File: config.mk
export PLATFORM = sky130hd
export DESIGN_NAME = hsid_sq_df_acc_ctrl
export DESIGN_NICKNAME = d
export VERILOG_FILES = /design/src/rtl/hsid_sq_df_acc_ctrl.sv
export SDC_FILE = /design/constraint.sdc
export NUM_CORES = 1
export LEC_CHECK = 0
export BUFFER_PORTS_ARGS = -buffer_cell sky130_fd_sc_hd__buf_4
export CAP_MARGIN = 20
export CORE_MARGIN = 2
export CORE_UTILIZATION = 53
export DETAILED_ROUTE_END_ITERATION = 10
export PLACE_DENSITY = 0.79
export SYNTH_ARGS = -nofsm -noshare
export SYNTH_HDL_FRONTEND = slang
export SYNTH_SLANG_ARGS = --single-unit
File: constraint.sdc
create_clock -name clk -period 3.4 [get_ports clk]
set_input_delay 0.51 -clock clk [delete_from_list [all_inputs] [get_ports clk]]
set_output_delay 0.51 -clock clk [all_outputs]
set_load 0.02 [all_outputs]
File: src/rtl/hsid_sq_df_acc_ctrl.sv
// rtl/hsid_sq_df_acc_ctrl.sv - squared-distance accumulator sequencer with min (and optional max, HSID_SQ_DF_ACC_CTRL_MAX_EN) tracking
`ifndef HSID_DATA_WIDTH
`define HSID_DATA_WIDTH 16
`endif
`ifndef HSID_DATA_WIDTH_ACC
`define HSID_DATA_WIDTH_ACC 32
`endif
`ifndef HSID_HSP_LIBRARY_WIDTH
`define HSID_HSP_LIBRARY_WIDTH 8
`endif
`ifndef HSID_HSP_BANDS_WIDTH
`define HSID_HSP_BANDS_WIDTH 8
`endif

module hsid_sq_df_acc_ctrl #(
  parameter int DATA_WIDTH        = `HSID_DATA_WIDTH,
  parameter int DATA_WIDTH_ACC    = `HSID_DATA_WIDTH_ACC,
  parameter int HSP_LIBRARY_WIDTH = `HSID_HSP_LIBRARY_WIDTH,
  parameter int HSP_BANDS_WIDTH   = `HSID_HSP_BANDS_WIDTH
) (
  input  logic                         clk,
  input  logic                         rst_n,
  input  logic                         start,
  input  logic                         clear,
  input  logic [HSP_BANDS_WIDTH-1:0]   hsp_bands,
  input  logic [HSP_LIBRARY_WIDTH-1:0] hsp_library_size,
  output logic                         busy,
  output logic                         done,
  output logic                         error,
  input  logic                         in_valid,
  output logic                         in_ready,
  input  logic [DATA_WIDTH-1:0]        in_a,
  input  logic [DATA_WIDTH-1:0]        in_b,
  output logic                         acc_clear,
  output logic                         acc_initial_en,
  output logic                         acc_in_valid,
  output logic [DATA_WIDTH-1:0]        acc_in_a,
  output logic [DATA_WIDTH-1:0]        acc_in_b,
  output logic                         acc_in_last,
  output logic [HSP_LIBRARY_WIDTH-1:0] acc_in_ref,
  input  logic                         acc_valid,
  input  logic [DATA_WIDTH_ACC-1:0]    acc_value,
  input  logic                         acc_last,
  input  logic [HSP_LIBRARY_WIDTH-1:0] acc_ref,
  input  logic                         acc_of,
  output logic [DATA_WIDTH_ACC-1:0]    min_dist,
  output logic [HSP_LIBRARY_WIDTH-1:0] min_ref,
  output logic                         min_valid
`ifdef HSID_SQ_DF_ACC_CTRL_MAX_EN
  ,
  output logic [DATA_WIDTH_ACC-1:0]    max_dist,
  output logic [HSP_LIBRARY_WIDTH-1:0] max_ref
`endif
);

  typedef enum logic [1:0] {IDLE, STREAM, DRAIN, DONE} state_t;

  state_t                       state;
  logic [HSP_BANDS_WIDTH-1:0]   bands_r;
  logic [HSP_BANDS_WIDTH-1:0]   band_cnt;
  logic [HSP_LIBRARY_WIDTH-1:0] lib_r;
  logic [HSP_LIBRARY_WIDTH-1:0] ref_cnt;
  logic                         accept;
  logic                         band_last;
  logic                         ref_last;
  logic                         res_fire;
  logic                         res_ok;

  assign accept    = in_valid && in_ready;
  assign band_last = (band_cnt == bands_r - 1'b1);
  assign ref_last  = (ref_cnt == lib_r - 1'b1);
  assign res_fire  = acc_valid && acc_last;
  assign res_ok    = res_fire && !acc_of;

  always_ff @(posedge clk or negedge rst_n) begin
    if (!rst_n) begin
      state          <= IDLE;
      busy           <= 1'b0;
      done           <= 1'b0;
      error          <= 1'b0;
      in_ready       <= 1'b0;
      acc_clear      <= 1'b0;
      acc_initial_en <= 1'b0;
      acc_in_valid   <= 1'b0;
      acc_in_last    <= 1'b0;
      acc_in_a       <= '0;
      acc_in_b       <= '0;
      acc_in_ref     <= '0;
      bands_r        <= '0;
      lib_r          <= '0;
      band_cnt       <= '0;
      ref_cnt        <= '0;
      min_dist       <= '1;
      min_ref        <= '0;
      min_valid      <= 1'b0;
`ifdef HSID_SQ_DF_ACC_CTRL_MAX_EN
      max_dist       <= '0;
      max_ref        <= '0;
`endif
    end else begin
      acc_clear      <= 1'b0;
      done           <= 1'b0;
      acc_in_valid   <= 1'b0;
      acc_initial_en <= 1'b0;
      acc_in_last    <= 1'b0;
      if (clear) begin
        // Abort takes priority over everything, including a coincident start.
        state     <= IDLE;
        acc_clear <= 1'b1;
        busy      <= 1'b0;
        in_ready  <= 1'b0;
        error     <= 1'b0;
        band_cnt  <= '0;
        ref_cnt   <= '0;
      end else begin
        case (state)
          IDLE: begin
            if (start) begin
              if (hsp_bands == '0 || hsp_library_size == '0) begin
                state <= DONE;
                error <= 1'b1;
                done  <= 1'b1;
              end else begin
                state     <= STREAM;
                busy      <= 1'b1;
                in_ready  <= 1'b1;
                error     <= 1'b0;
                bands_r   <= hsp_bands;
                lib_r     <= hsp_library_size;
                band_cnt  <= '0;
                ref_cnt   <= '0;
                min_dist  <= '1;
                min_ref   <= '0;
                min_valid <= 1'b0;
`ifdef HSID_SQ_DF_ACC_CTRL_MAX_EN
                max_dist  <= '0;
                max_ref   <= '0;
`endif
              end
            end
          end
          STREAM: begin
            if (accept) begin
              acc_in_valid   <= 1'b1;
              acc_in_a       <= in_a;
              acc_in_b       <= in_b;
              acc_in_last    <= band_last;
              acc_in_ref     <= ref_cnt;
              acc_initial_en <= (band_cnt == '0);
              if (band_last) begin
                band_cnt <= '0;
                if (ref_last) begin
                  state    <= DRAIN;
                  in_ready <= 1'b0;
                  ref_cnt  <= '0;
                end else begin
                  ref_cnt <= ref_cnt + 1'b1;
                end
              end else begin
                band_cnt <= band_cnt + 1'b1;
              end
            end
          end
          DRAIN: begin
            if (res_fire && acc_ref == lib_r - 1'b1) begin
              state <= DONE;
              busy  <= 1'b0;
              done  <= 1'b1;
            end
          end
          default: state <= IDLE;
        endcase

        // Strict compares keep the earliest reference on ties.
        if (busy && res_ok) begin
          if (acc_value < min_dist) begin
            min_dist  <= acc_value;
            min_ref   <= acc_ref;
            min_valid <= 1'b1;
          end
`ifdef HSID_SQ_DF_ACC_CTRL_MAX_EN
          if (acc_value > max_dist) begin
            max_dist <= acc_value;
            max_ref  <= acc_ref;
          end
`endif
        end
      end
    end
  end

endmodule

; Yosys cells after proc, flatten, opt, wreduce, memory -nomap -nowiden
; Index checks and enable logic that the tools add are counted.
[word_totals]
ff_bits = 123
input_bits = 96
out_inout_bits = 89
elab_cells = 122
[op_classes]
add_sub_neg = 4
magnitude_cmp = 1
n_eq_ne = 11
mux = 62
n_bitwise = 2
reduce_logical = 23
[ops]
columns = cell, n
row1 = $mux W32, 5
row2 = $mux W8, 14
row3 = $lt A32 B32 Y1, 1
row4 = $pmux W8 S2, 2
row5 = $mux W1, 30
row6 = $eq A8 B8 Y1, 3
row7 = $logic_not A8 Y1, 3
row8 = $ne A3 B3 Y1 const B, 6
row9 = $add A8 B1 Y8 const B, 2
row10 = $sub A8 B1 Y8 const B, 2
row11 = $mux W2, 7
row12 = $reduce_and A4 Y1, 3
row13 = $reduce_and A5 Y1, 2
row14 = $pmux W1 S2, 3
row15 = $pmux W2 S3, 1
row16 = $reduce_and A6 Y1, 1
row17 = $reduce_bool A3 Y1, 2
row18 = $logic_and A1 B1 Y1, 5
row19 = $reduce_bool A2 Y1, 2
row20 = $reduce_and A3 Y1, 1
row21 = $eq A2 B1 Y1 const B, 1
row22 = $eq A2 B2 Y1 const B, 1
row23 = $logic_not A2 Y1, 1
row24 = $not A1 Y1, 2
row25 = 3 further kinds, 3

; Longest topological paths before layout
[depth]
word_depth = 7
mapped_depth = 11
ltp_nobuf = 9

; Worst setup path after synthesis
; OpenSTA, ideal clock, no wires.
[synth_path]
path_kind = reg2reg
from = reg min_dist[1]
to = reg min_ref[1]
setup_time_ps = 125
t_arrival_ps = 2428
t_required_ps = 3275
setup_slack_ps = 847
path_stages_with_launch = 10
path_buffers = 1
synth_period_minus_slack_ps = 2553
path_cell_list = dfstp_2 > inv_1 > ha_1 > a2111oi_0 > nor3_1 > a211oi_1 > o21ai_0 > a21oi_1 > buf_2 > mux2_2
[synth_via]
elab_chain_cells = 3
[synth_lines]
columns = element, line
row1 = from (decl), 46  ; output logic [DATA_WIDTH_ACC-1:0] min_dist,
row2 = from (signal assigned), 177  ; min_dist <= acc_value;
row3 = $lt A32 B32 Y1, 176  ; if (acc_value < min_dist) begin
row4 = $mux W8, 176
row5 = $mux W8, 175  ; if (busy && res_ok) begin
row6 = to (signal assigned), 178  ; min_ref <= acc_ref;
row7 = to (decl), 47  ; output logic [HSP_LIBRARY_WIDTH-1:0] min_ref,
; Every way passes these cells.
; A chain may end at the register's enable or synchronous reset.

; Worst setup path in the final report
[layout_path]
from = reg min_dist[1]
to = reg min_ref[0]
; Same word-level chain as after synthesis.

==> results.yml <==
place:
  place_congestion: 0.8254
  dpl.hpwl_um: 12180
  portBuffers: 184
sta:
  setup_tns_ps: 0
  drv_slew: 0
  skew_ps: 5.680
  grt_setup_unrepaired: "false"
  hold_violations: 0
  clock.fmax_mhz: 354.1
  period_share: 0.8306
  relSlewSlack: 0.4470
  min_period_ps: 2824
  setup_violations: 0
  worstMarginPinSlew_ps: 829.4
global_route:
  grt_usage: 0.2562
  grt_first_pass_wirelength_um: 28810
  grt_max_degree: 67
  antenna_found_initial: 0
  grt_overflow: 0
  grt_pass1_vias: 5967
power:
  vdd_drop_max_v: 0.0003838
  powerDensity_mw_per_mm2: 681.0
  leakage_nw: 4.668
  power.total_w: 0.006129
synth:
  syn-cell-area_mm2: 0.006855
  avgSynthCellArea_um2: 9.251
  ys_seq_area_frac: 0.4548
  ys_types: 63
  synth_flop_cell: "dfrtp_1"
  async_flop_share: 1.000
  yosys_register_bits: 123
  synthCells: 741
  synth_edf_count: 0
  ys_warn_count: 0
  syn_nets: 877
worst_setup_path:
  ff2ff_path_depth: 9
  r2r-end: "min_ref[0]"
  cp_max_fo: 27
  cp.arrival_ps: 3120
  end_kind: "flip-flop"
  worst_ep_required_time_ps: 3690
  startpoint_type: "flip-flop"
  r2r-start: "min_dist[1]"
  r2r_setup_slack_ps: 580
  crit_type: "reg -> reg"
die:
  die_x_um: 117.7
  initial_utilization: 0.5432
  coreArea_mm2: 0.01262
  io_pins: 185
  dieHeight_um: 117.7
  row_count: 41
  die-area_mm2: 0.01386
layout:
  drive_gt1_frac: 0.3305
  ff_latch_area_mm2: 0.003118
  nFillCells: 1017
  final_common_cell: "nand2_1"
  syn_to_final_growth_pct: 31.26
  multi_input_area_mm2: 0.003401
  finish.net_count: 1056
  mostFrequentLayoutCells: "nand2_1 (206), buf_4 (191), dfrtp_1 (91), inv_1 (54), ha_1 (40)"
  diodes: 0
clock_network:
  tritoncts: "yes"
  cts.path.max_buffers: 2
  cts_setup_buffers: 0
  clk_latency_ps: 410
  clock-sinks: 123
  path_clk_slew_ps: 50
  cts_resized: 0
  cts-root-buf: "clkbuf_16"
  cts_made_buffers: 17
  cts_hold_buf: 0
  h-tree-depth: 4
routing:
  drc_errors: 0
  vias: 5860
  routed_wl_um: 16740
  wl_per_cell_um: 15.16
  dr.pass1.iters: 5
  via_per_inst: 5.308
  drt_first_iter_violations: 373
  postRouteAntennaNets: 0
min_path:
  hp-class: "in -> async"
flow_run:
  maxCapViolCount: 0
status:
  status: "finished clean"
-- layer usage --
layer / global-route usage / part of all wire / vias to the layer above
li1: - / - / 2866
met1: 0.3430 / 0.45 / 2774
met2: 0.4030 / 0.47 / 206
met3: 0.07316 / 0.066 / 14
met4: 0.08283 / 0.010 / 0
met5: 0 / 0 / -
-- metrics by stage --
step	cells	hold WS [ps]	area, µm²	setup WS [ps]	utilization
2_1_floorplan	741	214.4	6855	847.0	-
3_3_place_gp	1073	458.9	8411	590.8	0.6665
3_5_place_dp	1073	463.8	8411	544.4	0.6665
4_1_cts	1104	216.3	8999	534.7	0.7131
5_1_grt	1104	260.3	8999	287.7	0.7131
6_report	1104	202.9	8999	576.1	0.7131
-- how the worst max path moves through the flow --
stage | startpoint | to | slack [ps] | cells past startpoint
global placement | acc_value[1] | min_ref[4] | 590 | 9
floorplan | min_dist[1] | min_ref[1] | 850 | 9
global route | lib_r[0] | state[1] | 290 | 9
CTS | min_dist[1] | min_ref[0] | 530 | 9
finish | min_dist[1] | min_ref[0] | 580 | 9
detailed placement | acc_value[1] | min_ref[0] | 540 | 9
-- report_power, final --
| group | internal (W) | switching, W | total (W) |
|---|---|---|---|
| combinational | 0.000972 | 0.00124 | 0.00221 |
| clock | 0.00116 | 0.000628 | 0.00179 |
| sequential | 0.00183 | 0.000300 | 0.00213 |
-- Yosys cell counts (all sizes together) (2+ instances only) --
| library cell | instances | area share |
|---|---|---|
| nand3b | 3 | 0.0033 |
| nor4 | 9 | 0.010 |
| a21o | 14 | 0.015 |
| o31ai | 5 | 0.0055 |
| nand4 | 12 | 0.011 |
| inv | 54 | 0.030 |
| a211oi | 7 | 0.0084 |
| dfstp | 32 | 0.12 |
| xor2 | 10 | 0.013 |
| a31oi | 6 | 0.0055 |
| nor2b | 4 | 0.0036 |
| a2111oi | 2 | 0.0053 |
| nor2 | 11 | 0.0060 |
| nand3 | 15 | 0.012 |
| a21oi | 23 | 0.017 |
| o21a | 4 | 0.0044 |
| or4 | 2 | 0.0022 |
| buf | 9 | 0.0088 |
| nand2 | 206 | 0.11 |
| mux2i | 2 | 0.0029 |
| or2 | 4 | 0.0037 |
| and3 | 10 | 0.0091 |
| o21ai | 30 | 0.022 |
| o22ai | 5 | 0.0046 |
| a41oi | 2 | 0.0037 |
| mux2 | 39 | 0.064 |
| nor3 | 9 | 0.0066 |
| dfrtp | 91 | 0.33 |
| o2111ai | 2 | 0.0026 |
| ha | 40 | 0.073 |
| and2 | 8 | 0.0073 |
| clkbuf | 24 | 0.013 |
| or3 | 6 | 0.0069 |
| nand2b | 9 | 0.0082 |
| xnor2 | 16 | 0.020 |
-- critical path: stages, from the launching register on --
cell and delay (ps):
dfstp_2 530, inv_1 50, ha_1 270, a2111oi_0 400, nor3_1 100, a211oi_1 230
o21ai_0 210, a21oi_4 180, buf_4 350, mux2_2 390
-- cell type report --
class,count,area share
clock buffers,23,0.05534
clock inverters,8,0.01001
inverters,54,0.02252
multi-input cells,531,0.3779
flip-flops and latches,123,0.3465
well taps,172,0.02392
repair buffers,193,0.1638
-- registers in the layout, summed over array words and instances (netlist names), 2 cells and up --
name and cells:
ref_cnt 8, band_cnt 8, state 2, bands_r 8, acc_in_b 16, acc_in_ref 8, lib_r 8, min_ref 8
min_dist 32, acc_in_a 16
-- cell families (layout without fill, tap and decap cells) --
group                    Yosys count  in the layout  share of synthesized area
buffers and inverters             87            278                    0.05147
multiplexers                      41             41                    0.06698
XOR/XNOR                          27             27                    0.03650
AND/OR/NAND/NOR                  314            314                     0.2106
flip-flops                       123            123                     0.4548
AO/OA/AOI/OAI                    108            108                     0.1051
adder cells (fa/ha/maj)           41             41                    0.07447
No activity file was read; power rests on OpenSTA's default activity.
